==> src/rtl/dec_pkg.sv <==
// Shared types and defaults for the decoder scan sequencer.
// The optional blank-cycle feature is controlled by DEC_SCAN_BLANK_EN; see dec_scan_ctrl.
package dec_pkg;

   localparam int unsigned SEL_W_DEF   = 3;
   localparam int unsigned DWELL_W_DEF = 8;

   typedef enum logic [1:0] {
      ST_IDLE  = 2'd0,
      ST_SCAN  = 2'd1,
      ST_BLANK = 2'd2
   } scan_state_e;

   // Highest select code for a given select width
   function automatic int unsigned SEL_MAX(input int unsigned sel_w);
      return (32'd1 << sel_w) - 32'd1;
   endfunction

endpackage

==> src/rtl/dec_scan_timer.sv <==
// Loadable dwell down-counter; the zero flag marks the last cycle of a code.
module dec_scan_timer
   import dec_pkg::*;
#(
   parameter int unsigned W = DWELL_W_DEF
) (
   input  logic         clk_i,
   input  logic         rst_i,
   input  logic         load_i,
   input  logic         dec_i,
   input  logic [W-1:0] val_i,
   output logic         zero_c_o
);

   logic [W-1:0] cnt_q, cnt_d;

   // Load has priority; decrement saturates at zero
   always_comb begin
      cnt_d = cnt_q;
      if (load_i) begin
         cnt_d = val_i;
      end else if (dec_i && (cnt_q != '0)) begin
         cnt_d = cnt_q - W'(1);
      end
   end

   // Counter register
   always_ff @(posedge clk_i) begin
      if (rst_i) begin
         cnt_q <= '0;
      end else begin
         cnt_q <= cnt_d;
      end
   end

   assign zero_c_o = (cnt_q == '0);

endmodule

==> src/rtl/dec_scan_ctrl.sv <==
// Select-code scan sequencer driving the dec1x2/dec2x4/dec3x8 decoder family.
// Define DEC_SCAN_BLANK_EN to insert one en-low BLANK cycle between consecutive codes.
module dec_scan_ctrl
   import dec_pkg::*;
#(
   parameter int unsigned SEL_W   = SEL_W_DEF,
   parameter int unsigned DWELL_W = DWELL_W_DEF
) (
   input  logic               clk,
   input  logic               rst,
   input  logic               start,
   input  logic               stop,
   input  logic               mode_cont,
   input  logic [DWELL_W-1:0] dwell,
   output logic [SEL_W-1:0]   sel,
   output logic               en,
   output logic               busy,
   output logic               done,
   output logic               wrap
);

   localparam logic [SEL_W-1:0] SEL_LAST = SEL_W'(SEL_MAX(SEL_W));

   scan_state_e        state_q, state_d;
   logic [SEL_W-1:0]   sel_q, sel_d;
   logic               en_q, en_d;
   logic               busy_q, busy_d;
   logic               done_q, done_d;
   logic               wrap_q, wrap_d;
   logic [DWELL_W-1:0] dwell_q, dwell_d;
   logic               cont_q, cont_d;

   logic               tmr_load_c;
   logic               tmr_dec_c;
   logic [DWELL_W-1:0] tmr_val_c;
   logic               tmr_zero_c;

   dec_scan_timer #(
      .W (DWELL_W)
   ) u_timer (
      .clk_i    (clk),
      .rst_i    (rst),
      .load_i   (tmr_load_c),
      .dec_i    (tmr_dec_c),
      .val_i    (tmr_val_c),
      .zero_c_o (tmr_zero_c)
   );

   // Next-state, next-output and timer control
   always_comb begin
      state_d    = state_q;
      sel_d      = sel_q;
      en_d       = en_q;
      busy_d     = busy_q;
      done_d     = 1'b0;
      wrap_d     = 1'b0;
      dwell_d    = dwell_q;
      cont_d     = cont_q;
      tmr_load_c = 1'b0;
      tmr_dec_c  = 1'b0;
      tmr_val_c  = dwell_q;

      case (state_q)
         ST_IDLE: begin
            sel_d  = '0;
            en_d   = 1'b0;
            busy_d = 1'b0;
            if (start && !stop) begin
               state_d    = ST_SCAN;
               en_d       = 1'b1;
               busy_d     = 1'b1;
               dwell_d    = dwell;
               cont_d     = mode_cont;
               tmr_load_c = 1'b1;
               tmr_val_c  = dwell;
            end
         end

         ST_SCAN: begin
            if (stop) begin
               state_d = ST_IDLE;
               sel_d   = '0;
               en_d    = 1'b0;
               busy_d  = 1'b0;
            end else if (!tmr_zero_c) begin
               tmr_dec_c = 1'b1;
            end else if (sel_q != SEL_LAST) begin
               sel_d = sel_q + SEL_W'(1);
`ifdef DEC_SCAN_BLANK_EN
               state_d = ST_BLANK;
               en_d    = 1'b0;
`else
               tmr_load_c = 1'b1;
`endif
            end else if (cont_q) begin
               sel_d = '0;
`ifdef DEC_SCAN_BLANK_EN
               state_d = ST_BLANK;
               en_d    = 1'b0;
`else
               wrap_d     = 1'b1;
               tmr_load_c = 1'b1;
`endif
            end else begin
               state_d = ST_IDLE;
               sel_d   = '0;
               en_d    = 1'b0;
               busy_d  = 1'b0;
               done_d  = 1'b1;
            end
         end

         ST_BLANK: begin
            if (stop) begin
               state_d = ST_IDLE;
               sel_d   = '0;
               en_d    = 1'b0;
               busy_d  = 1'b0;
            end else begin
               // Only a wrap lands in BLANK holding code 0
               state_d    = ST_SCAN;
               en_d       = 1'b1;
               wrap_d     = (sel_q == '0);
               tmr_load_c = 1'b1;
            end
         end

         default: begin
            state_d = ST_IDLE;
            sel_d   = '0;
            en_d    = 1'b0;
            busy_d  = 1'b0;
         end
      endcase
   end

   // State and output registers
   always_ff @(posedge clk) begin
      if (rst) begin
         state_q <= ST_IDLE;
         sel_q   <= '0;
         en_q    <= 1'b0;
         busy_q  <= 1'b0;
         done_q  <= 1'b0;
         wrap_q  <= 1'b0;
         dwell_q <= '0;
         cont_q  <= 1'b0;
      end else begin
         state_q <= state_d;
         sel_q   <= sel_d;
         en_q    <= en_d;
         busy_q  <= busy_d;
         done_q  <= done_d;
         wrap_q  <= wrap_d;
         dwell_q <= dwell_d;
         cont_q  <= cont_d;
      end
   end

   assign sel  = sel_q;
   assign en   = en_q;
   assign busy = busy_q;
   assign done = done_q;
   assign wrap = wrap_q;

endmodule

==> config.mk <==
export PLATFORM = sky130hd
export DESIGN_NAME = dec_scan_ctrl
export DESIGN_NICKNAME = d
export VERILOG_FILES = /design/src/rtl/dec_pkg.sv /design/src/rtl/dec_scan_timer.sv /design/src/rtl/dec_scan_ctrl.sv
export SDC_FILE = /design/constraint.sdc
export NUM_CORES = 1
export LEC_CHECK = 0
export BUFFER_PORTS_ARGS = -buffer_cell sky130_fd_sc_hd__buf_2
export CAP_MARGIN = 40
export CORE_ASPECT_RATIO = 0.8
export CORE_MARGIN = 5
export CORE_UTILIZATION = 59
export CTS_CLUSTER_DIAMETER = 150
export DETAILED_ROUTE_END_ITERATION = 12
export PLACE_DENSITY = 0.91
export SYNTH_ARGS = -nofsm -noshare
export SYNTH_HDL_FRONTEND = slang
export SYNTH_SLANG_ARGS = --single-unit
==> constraint.sdc <==
create_clock -name clk -period 4.3 [get_ports clk]
set_input_delay 0.43 -clock clk [delete_from_list [all_inputs] [get_ports clk]]
set_output_delay 0.43 -clock clk [all_outputs]
set_load 0.02 [all_outputs]
Word level (Yosys, flattened, before mapping)
Cells that the tools add are included.
- output and inout bits: 7
- input bits: 13
- word-level logic and storage cells: 74
- register bits: 26
- reduce and logical (&&, ||, !) cells: 14
- add/sub/neg operators: 2
- mux-type cells: 39
- bitwise gates (word level): 2
- equal/unequal tests: 8
- operator list (cell ; count):
    8-bit 2-to-1 mux ; 4
    1-bit 2-to-1 mux ; 20
    3-bit 2-to-1 mux ; 4
    3-bit inequality test (second input constant) ; 4
    2-bit 2-to-1 mux ; 5
    1-bit case mux with 3 select lines ; 3
    8-bit logical NOT ; 1
    4-bit AND reduction ; 2
    8-bit nonzero test ; 1
    8-bit by 1-bit subtractor with 8-bit output (second input constant) ; 1
    2-bit case mux with 3 select lines ; 1
    3-bit case mux with 2 select lines ; 1
    5-bit OR reduction ; 1
    2-bit inequality test (second input constant) ; 2
    2-bit AND reduction ; 2
    3-bit by 1-bit adder with 3-bit output (second input constant) ; 1
    3-bit logical NOT ; 1
    3-bit AND reduction ; 1
    2-bit by 1-bit == test with 1-bit output (second input constant) ; 1
    2-bit == test (second input constant) ; 1
    1-bit logical AND ; 2
    2-bit logical NOT ; 1
    1-bit inverter ; 2
    1-bit case mux with 2 select lines ; 1
    2 further kinds ; 2

Longest topological paths before layout
Gate-level depths: netlist of run 1.
- word-level depth: 7
- gate-level depth with buffers: 8
- depth with buffers taken out: 7

Hierarchy
A second synthesis of run 1 with hierarchy kept.
- cells, all modules: 126
- area total of the unflattened synthesis: 1198.6 µm²
- modules (own cells, without submodules) (module ; cells an instance ; times used ; sequential area each (µm²) ; area each (µm²)):
    dec_scan_ctrl ; 67 ; 1 ; 320.3 ; 683.2
    dec_scan_timer ; 59 ; 1 ; 160.2 ; 515.5

Least setup slack after synthesis of run 1
Ideal clock, no wire load.
- kind: reg2reg
- from: reg u_timer.cnt_q[0]
- to: reg u_timer.cnt_q[2]
- clock period less this slack: 1.792 ns
- buffers on the path: 1
- setup time: 0.062 ns
- data arrival time: 1.730 ns
- required time: 4.238 ns
- slack: 2.508 ns
- cell stages (with the launch flop): 8
- cells stage by stage: dfxtp_1 > inv_1 > ha_1 > nor3b_1 > and2_1 > buf_6 > or4b_1 > nand3_1
- word-level cells in the longest chain between the ends: 6
- elaborated cells between the ends (all ways): 13
- those cells by class: 1 x add/sub; 8 x mux; 4 x reduce/logical
- ends and longest elaborated chain (item ; RTL line ; text):
    start: declaration ; dec_scan_timer.sv:15 ; logic [W-1:0] cnt_q, cnt_d;
    start signal: assignment ; dec_scan_timer.sv:32 ; cnt_q <= cnt_d;
    branches (longest 6 deep; another with 8-bit by 1-bit subtractor with 8-bit output) ; n/a ;
Several ways; the timed one is not identified. The select of a mux whose other input is x is not followed.
A chain may end at the register's enable or synchronous reset.

Worst setup path in the final report of run 1
- from: reg u_timer.cnt_q[0]
- to: reg u_timer.cnt_q[1]
Same word-level chain as after synthesis.

==> flow_metrics.env, run 1 <==
export IMPL_insertion_delay_ns=0.32
export IMPL_syn_inst=151
export IMPL_wl_per_cell_um=15.3
export IMPL_synth_edf_count=0
export IMPL_die_h_um=51.9
export IMPL_critPathBufInv=1
export IMPL_synth_area_mm2=0.00130
export IMPL_end_kind="flip-flop"
export IMPL_cp_top_family="simple AND/OR/NAND/NOR gates"
export IMPL_ctsHoldBuffers=0
export IMPL_drive_gt1_share_pct=21.2
export IMPL_final_core_util_pct=66.6
export IMPL_max_stage_delay_ns=0.39
export IMPL_cts_resized=0
export IMPL_outcome="finished, final reports clean"
export IMPL_cts_root_buf="clkbuf_4"
export IMPL_finalSetupViolations=0
export IMPL_crit_type="flip-flop to flip-flop"
export IMPL_gp_congestion=0.947
export IMPL_synth_nets=169
export IMPL_cp_data_required_time_ns=4.50
export IMPL_start_util_pct=61.1
export IMPL_tns_ns=0
export IMPL_firstDrtPassIters=4
export IMPL_via_per_inst=6.22
export IMPL_dominantRegCellSynth="dfxtp_1"
export IMPL_worstMarginPinSlew_ns=0.848
export IMPL_wirelength_um=2910
export IMPL_hold_class="input pin to flip-flop"
export IMPL_cp_start_kind="flip-flop"
export IMPL_dp_slack_ns=2.26
export IMPL_cellLeakagePower_uw=0.000546
export IMPL_period_share_pct=49.5
export IMPL_critPathMaxFanout=9
export IMPL_synth_top_area_share_pct=37.1
export IMPL_grtUsageTotal_pct=18.4
export IMPL_via_count=1182
export IMPL_hold_viol=0
export IMPL_yosysWarningCount=0
export IMPL_post_cts_buffers=0
export IMPL_whs_ns=0.341
export IMPL_drt_iter0_markers=55
export IMPL_syn_avg_cell_area_um2=8.58
export IMPL_slew_violations=0
export IMPL_die_w_um=62.4
export IMPL_grt_max_degree=20
export IMPL_cp_slowest_cell="dfxtp_1"
export IMPL_cts_inserted_buffers=3
export IMPL_antenna_found_initial=0
export IMPL_cts_sinks=24
export IMPL_synthArstFlopShare_pct=0
export IMPL_io_pins=20
export IMPL_post_route_min_period_ns=2.13
export IMPL_ant_nets=0
export IMPL_maxCapViolations=0
export IMPL_skew_ns=0.0104
export IMPL_synth_distinct_cells=47
export IMPL_dieArea_mm2=0.00324
export IMPL_max_freq_mhz=470
export IMPL_drcViolationCount=0
export IMPL_grt_setup_unrepaired="no"
export IMPL_powerDensity_mw_per_mm2=359
export IMPL_post_route_worst_setup_slack_ns=2.17
export IMPL_grt_pass1_vias=1133
export IMPL_htreeDepth=1
export IMPL_cts_tree="yes"
export IMPL_vdd_drop_max_uv=300
export IMPL_synth_seq_area_share_pct=37.1
export IMPL_placementRows=15
export IMPL_grt_pass1_wl_um=4950
export IMPL_diodes=0
export IMPL_yosysTopAreaCell="dfxtp_1"
export IMPL_grt_ovfl_total=0
export IMPL_core_mm2=0.00212
export IMPL_clk_pin_slew_worst_paths_ns=0.14
export IMPL_nNetsFinal=184
export IMPL_cp_data_arrival_time_ns=2.33
export IMPL_clockBufferDepth=2
export IMPL_max_slew_margin_rel_pct=43.2
export IMPL_dp_hpwl_um=2150
export IMPL_path_cells="inv_1 -> ha_1 -> nor3b_1 -> and2_1 -> and3_4 -> o21ai_0 -> o311ai_0"
export IMPL_io_buffers=19
export IMPL_synth_seq_cells=24
export IMPL_synthToLayoutAreaGrowth_pct=8.98
export IMPL_synth_area_leaders="dfxtp_1 (37%), nand2_1 (7.5%), a21oi_1 (7.3%)"
[through the flow]
step,power (uW),cells,instance area [um2]
final,507,190,1410
after detailed placement,345,186,1360
after global placement,342,186,1360
after floorplan,327,151,1300
after global routing,531,190,1410
after CTS,507,190,1410
[worst register-to-register path: cells and delay by family (launching register included)]
| family | cells | cell delay (ns) |
|---|---|---|
| adder cells (fa/ha/maj) | 1 | 0.23 |
| buffers and inverters | 1 | 0.13 |
| AO/OA/AOI/OAI | 2 | 0.21 |
| flip-flops | 1 | 0.39 |
| AND/OR/NAND/NOR | 3 | 1.04 |
[cell usage after synthesis (2+ instances only)]
| cell | number |
|---|---|
| a21oi_1 | 19 |
| buf_2 | 2 |
| buf_4 | 3 |
| buf_6 | 2 |
| clkbuf_1 | 2 |
| dfxtp_1 | 24 |
| ha_1 | 5 |
| inv_1 | 2 |
| nand2_1 | 26 |
| nand2b_1 | 6 |
| nand3_1 | 3 |
| nor2_1 | 7 |
| nor2b_1 | 2 |
| nor3_1 | 5 |
| nor3b_1 | 2 |
| o211ai_1 | 2 |
| o21ai_0 | 8 |
| o22ai_1 | 2 |
[path summary, 6_finish.rpt]
kind	cells past startpoint	endpoint	start	slack, ns
worst max-delay path	7	u_timer.cnt_q[1]$_SDFFE_PP0P_	u_timer.cnt_q[0]$_SDFFE_PP0P_	2.17
worst min-delay path	3	dwell_q[6]$_SDFF_PP0_	dwell[6]	0.34
worst max register to register	7	u_timer.cnt_q[1]$_SDFFE_PP0P_	u_timer.cnt_q[0]$_SDFFE_PP0P_	2.17
worst min register to register	2	dwell_q[2]$_SDFF_PP0_	dwell_q[2]$_SDFF_PP0_	0.48
[sequential cells by signal (all words and copies together) (netlist names)]
name           flops
state_q            1
sel                3
dwell_q            8
cont_q             1
u_timer.cnt_q      8
done               1
en                 1
wrap               1
[metal layers]
metal / vias up / track usage (%) / routed length, um
li1: 574 / - / -
met1: 560 / 22.8 / 1280
met2: 44 / 31.9 / 1390
met3: 4 / 4.97 / 211
met4: 0 / 4.95 / 27
met5: - / 0 / 0
[logic make-up (layout without fill, tap and decap cells)]
kind of cell	count (synthesis)	count (layout)	synth area share, %
compound gates	44	44	22.5
fa+ha+maj	5	5	4.83
xor+xnor	2	2	1.35
buf+inv	11	25	5.41
simple gates	65	65	28.9
flops	24	24	37.1
[power breakdown]
group          total, uW  switching [uW]  internal [uW]
Sequential           247            13.7            233
Clock                164            69.4           94.3
Combinational       96.6            59.3           37.3
Total                507             142            365
[cells in the final DEF, fill, tap and decap left out, drive strengths merged, types with 2 or more instances in the layout]
cell type,n
a21oi,20
buf,19
clkbuf,3
dfxtp,24
ha,5
inv,2
nand2,27
nand2b,6
nand3,4
nor2,7
nor2b,3
nor3,6
nor3b,3
nor4,2
o211ai,2
o21ai,8
o22ai,2
[layout make-up]
class	instances	area (um2)
sequential	24	480
timing repair buffer	19	95.1
tap	25	31.3
clock buffer	3	22.5
fill	180	708
clock inverter	1	30.0
multi-input combinational	116	746
inverter	2	7.51
Power figures use the tool's default switching activity.
==> run 2, diff against run 1 <==
--- a/config.mk
+++ b/config.mk
@@ -5,14 +5,15 @@
 export SDC_FILE = /design/constraint.sdc
 export NUM_CORES = 1
 export LEC_CHECK = 0
+export ABC_AREA = 1
 export BUFFER_PORTS_ARGS = -buffer_cell sky130_fd_sc_hd__buf_2
 export CAP_MARGIN = 40
 export CORE_ASPECT_RATIO = 0.8
 export CORE_MARGIN = 5
-export CORE_UTILIZATION = 59
+export CORE_UTILIZATION = 54
 export CTS_CLUSTER_DIAMETER = 150
 export DETAILED_ROUTE_END_ITERATION = 12
-export PLACE_DENSITY = 0.91
+export PLACE_DENSITY = 0.86
 export SYNTH_ARGS = -nofsm -noshare
 export SYNTH_HDL_FRONTEND = slang
 export SYNTH_SLANG_ARGS = --single-unit
==> constraint.sdc (replaced) <==
create_clock -name clk -period 2.1 [get_ports clk]
set_input_delay 0.21 -clock clk [delete_from_list [all_inputs] [get_ports clk]]
set_output_delay 0.21 -clock clk [all_outputs]
set_load 0.02 [all_outputs]
==> run 2 against run 1 <==
Clock skew decreased by 0.0092 ns. Routed wire length decreased by 7.2%. Critical path depth increased by 1. Power increased by 79%. Global-route usage shrank 1.4 points. Sequential power is 98% higher. Non-clock buffer count unchanged. First-iteration DRC count is 60% lower. Die area is 4.1% higher. Largest cell class unchanged. Highest routed layer unchanged.
==> flow_metrics.env, run 2 <==
export IMPL_internal_power_uw=618
export IMPL_grtUsageTotal_pct=17.1
export IMPL_period_share_pct=78.0
export IMPL_clkPwrFrac_pct=21.7
export IMPL_die_h_um=53.0
export IMPL_post_route_min_period_ns=1.64
export IMPL_via_per_inst=5.11
export IMPL_path_cells="ha_1 -> ha_1 -> a21oi_1 -> nand2_4 -> nand3_2 -> nor2_1 -> nor2_1 -> nor2_1"
export IMPL_cp_data_required_time_ns=2.30
export IMPL_synth_top_area_share_pct=38.6
export IMPL_fillCellCount=197
export IMPL_synthArstFlopShare_pct=0
export IMPL_drive_gt1_share_pct=16.8
export IMPL_max_freq_mhz=610
export IMPL_critPathMaxFanout=6
export IMPL_p_switching_uw=291
export IMPL_gp_congestion=0.781
export IMPL_p_sw_share_pct=32.1
export IMPL_worstMarginPinSlew_ns=0.380
export IMPL_max_stage_delay_ns=0.36
export IMPL_core_mm2=0.00218
export IMPL_antenna_found_initial=0
export IMPL_placementRows=15
export IMPL_drcViolationCount=0
export IMPL_insertion_delay_ns=0.30
export IMPL_yosysWarningCount=0
export IMPL_cellLeakagePower_uw=0.000717
export IMPL_clk_pin_slew_worst_paths_ns=0.12
export IMPL_cts_sinks=24
export IMPL_grt_pass1_vias=1076
export IMPL_clockBufferDepth=2
export IMPL_cts_tree="yes"
export IMPL_drt_iter0_markers=22
export IMPL_synth_area_mm2=0.00125
export IMPL_diodes=0
export IMPL_dominantRegCellSynth="dfxtp_1"
export IMPL_slew_violations=0
export IMPL_wirelength_um=2700
export IMPL_synth_area_leaders="dfxtp_1 (39%), nand2_1 (15%), nor2_1 (10%)"
export IMPL_nNetsFinal=222
export IMPL_powerDensity_mw_per_mm2=662
export IMPL_yosysTopAreaCell="dfxtp_1"
export IMPL_final_core_util_pct=63.0
export IMPL_cp_common_cell="nor2_1"
export IMPL_max_slew_margin_rel_pct=74.6
export IMPL_synth_seq_area_share_pct=38.6
export IMPL_p_comb_share_pct=24.6
export IMPL_wl_per_cell_um=11.9
export IMPL_outcome="finished, final reports clean"
export IMPL_firstDrtPassIters=4
export IMPL_io_buffers=19
export IMPL_cts_resized=0
export IMPL_die_w_um=63.7
export IMPL_synth_nets=202
export IMPL_ctsHoldBuffers=0
export IMPL_finalSetupViolations=0
export IMPL_syn_inst=184
export IMPL_synthToLayoutAreaGrowth_pct=10.1
export IMPL_vdd_drop_max_uv=461
export IMPL_crit_start="sel[0]$_SDFFE_PP0P_"
export IMPL_skew_ns=0.00122
export IMPL_maxCapViolations=0
export IMPL_cts_root_buf="clkbuf_4"
export IMPL_grt_setup_unrepaired="no"
export IMPL_cts_inserted_buffers=3
export IMPL_seq_power_share_pct=53.8
export IMPL_grt_pass1_wl_um=4540
export IMPL_via_count=1160
export IMPL_hold_class="input pin to flip-flop"
export IMPL_synth_seq_cells=24
export IMPL_final_common_cell="nand2_1"
export IMPL_cp_data_arrival_time_ns=1.84
export IMPL_synth_common_cells="nand2_1 (51), nor2_1 (34), dfxtp_1 (24)"
export IMPL_post_cts_buffers=0
export IMPL_synth_edf_count=0
export IMPL_hold_start="dwell[0]"
export IMPL_hold_viol=0
export IMPL_io_pins=20
export IMPL_dp_hpwl_um=2120
export IMPL_dieArea_mm2=0.00337
export IMPL_tns_ns=0
export IMPL_start_util_pct=57.2
export IMPL_cp_slowest_cell="dfxtp_1"
export IMPL_crit_type="flip-flop to flip-flop"
export IMPL_r2r_start="sel[0]$_SDFFE_PP0P_"
export IMPL_p_total_uw=909
export IMPL_yosysMostFrequentCell="nand2_1"
export IMPL_htreeDepth=1
export IMPL_grt_ovfl_total=0
export IMPL_syn_avg_cell_area_um2=6.77
export IMPL_ant_nets=0
export IMPL_synth_distinct_cells=25
export IMPL_end_kind="flip-flop"
export IMPL_cp_start_kind="flip-flop"
export IMPL_grt_max_degree=20
export IMPL_final_cell_mix="nand2_1 (51), nor2_1 (34), dfxtp_1 (24)"
## run 2: cell count changes after synthesis, moves of 3 or more
cell      before  now
nand2_1       26   51
a21oi_1       19   12
inv_1          2   21
o21ai_0        8    5
nand2_2        1    5
nand2b_1       6    0
nor2_1         7   34
nand3_1        3    6
nor3_1         5    0
## run 2: cells by family (layout without fill, tap and decap cells)
family	after synthesis	in the layout	synth area share [%]
and+or+nand+nor	107	107	38.4
buffers and inverters	26	44	8.43
DFF	24	24	38.6
AOI/OAI and AO/OA	21	21	8.94
adders and majority gates	5	5	5.02
xor gates and xnor gates	1	1	0.703
## run 2: final timing paths
check | depth (start not counted) | to | slack (ns)
setup / recovery | 8 | u_timer.cnt_q[2]$_SDFFE_PP0P_ | 0.46
hold / removal | 3 | dwell_q[0]$_SDFF_PP0_ | 0.16
setup reg to reg | 8 | u_timer.cnt_q[2]$_SDFFE_PP0P_ | 0.46
hold reg to reg | 1 | done$_SDFF_PP0_ | 0.44
## run 2: final cells by class
class / instances / area [um2] / share of cell area, %
Sequential cell: 24 / 480 / 35.0
Clock buffer: 3 / 22.5 / 1.64
Tap cell: 25 / 31.3 / 2.28
Inverter: 22 / 82.6 / 6.02
Multi-Input combinational cell: 134 / 661 / 48.1
Timing Repair Buffer: 19 / 95.1 / 6.93
## run 2: metrics by stage
step                hold WS [ns]  setup WS, ns  cells  area, um2
global route               0.170         0.293    227       1370
CTS                        0.160         0.468    227       1370
detailed placement         0.419         0.486    224       1350
finish                     0.163         0.462    227       1370
global placement           0.410         0.543    224       1350
floorplan                  0.376         0.563    184       1250
## run 2: worst max-delay path: cells and delay by family (launching register included)
family / cells / cell delay, ns
adder cells (fa/ha/maj): 2 / 0.44
flip-flops: 1 / 0.36
AND/OR/NAND/NOR: 5 / 0.50
AO/OA/AOI/OAI: 1 / 0.23
## run 2: power by group through the flow
stage / registers, uW / clock network, uW / logic (uW)
after global placement: 498 / 0 / 211
after global routing: 491 / 212 / 250
after CTS: 489 / 196 / 222
after detailed placement: 499 / 0 / 221
final: 489 / 197 / 224
after floorplan: 498 / 0 / 171
## run 2: layer usage
layer / global-route usage (%) / share of wire, % / up-vias / wire length (um)
met1: 21.3 / 50 / 513 / 1340
li1: - / - / 611 / -
met5: 0 / 0 / - / 0
met3: 2.97 / 3.6 / 8 / 98
met4: 8.30 / 2.0 / 0 / 53
met2: 28.7 / 45 / 28 / 1210
==> run 3, diff against run 2 <==
--- a/config.mk
+++ b/config.mk
@@ -5,15 +5,15 @@
 export SDC_FILE = /design/constraint.sdc
 export NUM_CORES = 1
 export LEC_CHECK = 0
-export ABC_AREA = 1
+export ABC_AREA = 0
 export BUFFER_PORTS_ARGS = -buffer_cell sky130_fd_sc_hd__buf_2
 export CAP_MARGIN = 40
 export CORE_ASPECT_RATIO = 0.8
 export CORE_MARGIN = 5
-export CORE_UTILIZATION = 54
+export CORE_UTILIZATION = 50
 export CTS_CLUSTER_DIAMETER = 150
 export DETAILED_ROUTE_END_ITERATION = 12
-export PLACE_DENSITY = 0.86
+export PLACE_DENSITY = 0.83
 export SYNTH_ARGS = -nofsm -noshare
 export SYNTH_HDL_FRONTEND = slang
 export SYNTH_SLANG_ARGS = --single-unit
==> constraint.sdc (replaced) <==
create_clock -name clk -period 1.3 [get_ports clk]
set_input_delay 0.13 -clock clk [delete_from_list [all_inputs] [get_ports clk]]
set_output_delay 0.13 -clock clk [all_outputs]
set_load 0.02 [all_outputs]
==> run 3 against run 2 <==
The run now ends with negative setup slack left. Die area up 10%. First-iteration DRC count rose to 6.6 times the previous value. Via count up 26%. Flip-flop and latch count unchanged. Final cell count up 6.6%. Non-clock buffer count up 41. Critical path depth unchanged. Hold slack worse by 0.13 ns. Clock skew up 0.012 ns. Register-to-register slack worse by 0.79 ns. Largest power group unchanged. Highest routed layer unchanged.
==> flow_metrics.env, run 3 (synthesized netlist as in run 1, its figures left out) <==
export IMPL_seq_power_share_pct=39.0
export IMPL_slew_violations=0
export IMPL_hold_viol=0
export IMPL_skew_ns=0.0132
export IMPL_grt_pass1_vias=1435
export IMPL_antenna_found_initial=0
export IMPL_die_h_um=55.5
export IMPL_worstMarginPinSlew_ns=0.370
export IMPL_clkPwrFrac_pct=26.8
export IMPL_via_per_inst=6.02
export IMPL_r2r_start="u_timer.cnt_q[0]$_SDFFE_PP0P_"
export IMPL_dp_hpwl_um=2820
export IMPL_insertion_delay_ns=0.34
export IMPL_vdd_drop_max_uv=918
export IMPL_placementRows=16
export IMPL_wl_per_cell_um=18.2
export IMPL_cts_root_buf="clkbuf_4"
export IMPL_io_pins=20
export IMPL_diodes=0
export IMPL_grt_ovfl_total=0
export IMPL_fillCellCount=156
export IMPL_drt_iter0_markers=146
export IMPL_max_slew_margin_rel_pct=75.3
export IMPL_end_kind="flip-flop"
export IMPL_cellLeakagePower_uw=0.000808
export IMPL_r2r_slack_ns=-0.33
export IMPL_maxCapViolations=0
export IMPL_p_switching_uw=637
export IMPL_drive_gt1_share_pct=52.4
export IMPL_crit_type="flip-flop to flip-flop"
export IMPL_clk_pin_slew_worst_paths_ns=0.14
export IMPL_grt_max_degree=19
export IMPL_wirelength_um=4410
export IMPL_multi_input_area_um2=917
export IMPL_cts_tree="yes"
export IMPL_cts_sinks=24
export IMPL_drcViolationCount=0
export IMPL_grtUsageTotal_pct=24.4
export IMPL_post_route_worst_setup_slack_ns=-0.327
export IMPL_grt_setup_unrepaired="yes"
export IMPL_cp_data_required_time_ns=1.52
export IMPL_synthToLayoutAreaGrowth_pct=51.1
export IMPL_holdPathStages=3
export IMPL_ant_nets=0
export IMPL_gp_congestion=0.829
export IMPL_hold_start="dwell[5]"
export IMPL_grt_pass1_wl_um=6900
export IMPL_tns_ns=-2.98
export IMPL_dp_slack_ns=-0.366
export IMPL_p_total_uw=2080
export IMPL_max_freq_mhz=615
export IMPL_p_comb_share_pct=34.3
export IMPL_finalSetupViolations=14
export IMPL_critPathMaxFanout=5
export IMPL_holdPathEnd="dwell_q[5]$_SDFF_PP0_"
export IMPL_violations="negative setup slack"
export IMPL_firstDrtPassIters=4
export IMPL_cts_inserted_buffers=3
export IMPL_post_route_min_period_ns=1.63
export IMPL_via_count=1458
export IMPL_r2r_end="u_timer.cnt_q[0]$_SDFFE_PP0P_"
export IMPL_internal_power_uw=1450
export IMPL_die_w_um=66.9
export IMPL_outcome="finished, violations left"
export IMPL_cp_start_kind="flip-flop"
export IMPL_hold_class="input pin to flip-flop"
export IMPL_final_common_cell="buf_4"
export IMPL_final_core_util_pct=79.5
export IMPL_ctsHoldBuffers=0
export IMPL_htreeDepth=1
export IMPL_period_share_pct=125
export IMPL_final_cell_mix="buf_4 (34), nand2_1 (25), buf_2 (19)"
export IMPL_nNetsFinal=225
export IMPL_worstRegToRegCells=8
export IMPL_core_mm2=0.00246
export IMPL_powerDensity_mw_per_mm2=1060
export IMPL_clockBufferDepth=2
export IMPL_dieArea_mm2=0.00372
export IMPL_io_buffers=19
export IMPL_ff_latch_area_um2=493
export IMPL_p_sw_share_pct=30.6
export IMPL_start_util_pct=52.6
export IMPL_cp_data_arrival_time_ns=1.85
run 3: cell types whose count changed in the layout (fill, tap and decap cells not counted), sizes merged, moves of 6 or more:
cell / delta
a21oi: +8
buf: +41
inv: -19
nand2: -31
nand2b: +6
nor2: -30
nor3: +6
run 3: worst max-delay path by stage:
stage                                   from                             to  depth (start not counted)
2_1_floorplan  u_timer.cnt_q[0]$_SDFFE_PP0P_  u_timer.cnt_q[2]$_SDFFE_PP0P_                          7
3_3_place_gp   u_timer.cnt_q[0]$_SDFFE_PP0P_  u_timer.cnt_q[6]$_SDFFE_PP0P_                          7
3_5_place_dp   u_timer.cnt_q[0]$_SDFFE_PP0P_  u_timer.cnt_q[6]$_SDFFE_PP0P_                          7
4_1_cts        u_timer.cnt_q[4]$_SDFFE_PP0P_  u_timer.cnt_q[1]$_SDFFE_PP0P_                          6
5_1_grt        u_timer.cnt_q[4]$_SDFFE_PP0P_  u_timer.cnt_q[1]$_SDFFE_PP0P_                          6
6_report       u_timer.cnt_q[0]$_SDFFE_PP0P_  u_timer.cnt_q[0]$_SDFFE_PP0P_                          8
run 3: metal layers:
metal  wire (um)  global-route usage, %  up-vias  part of all wire [%]
li1            -                      -      655                     -
met1        1680                   29.3      677                    38
met2        2100                   40.0       99                    47
met3         414                   5.88       27                   9.4
met4         225                   11.6        0                   5.1
met5           0                      0        -                     0
run 3: layout make-up:
| class | count | area share (%) |
|---|---|---|
| Multi-Input combinational cell | 116 | 46.8 |
| Inverter | 2 | 0.639 |
| Tap cell | 36 | 2.30 |
| Clock buffer | 3 | 1.15 |
| Clock inverter | 1 | 1.53 |
| Timing Repair Buffer | 60 | 22.4 |
| Sequential cell | 24 | 25.2 |
run 3: critical path, cell delays in order (launching register included):
cell     delay (ns)
dfxtp_4        0.39
inv_4          0.08
ha_4           0.14
nor3b_4        0.23
and2_4         0.23
buf_6          0.13
nor3_2         0.05
a31oi_1        0.18
a21oi_1        0.10
run 3: power groups by stage:
stage | registers, uW | logic (uW) | clock network (uW)
2_1_floorplan | 821 | 288 | 0
3_5_place_dp | 820 | 496 | 0
3_3_place_gp | 818 | 474 | 0
6_report | 812 | 713 | 557
4_1_cts | 808 | 615 | 564
5_1_grt | 816 | 749 | 606
run 3: stage by stage:
step	hold slack (ns)	area [um2]	instances
finish	0.0299	1960	242
global route	0.0137	1960	242
CTS	0.0212	1890	240
detailed placement	0.392	1700	231
global placement	0.383	1700	231
floorplan	0.266	1360	151
run 3: repair_timing:
action                     CTS  global route
gates cloned                 0             1
pin swaps                   13            17
buffers inserted             5             2
gates resized for setup     29            11
setup endpoints to repair   15            16
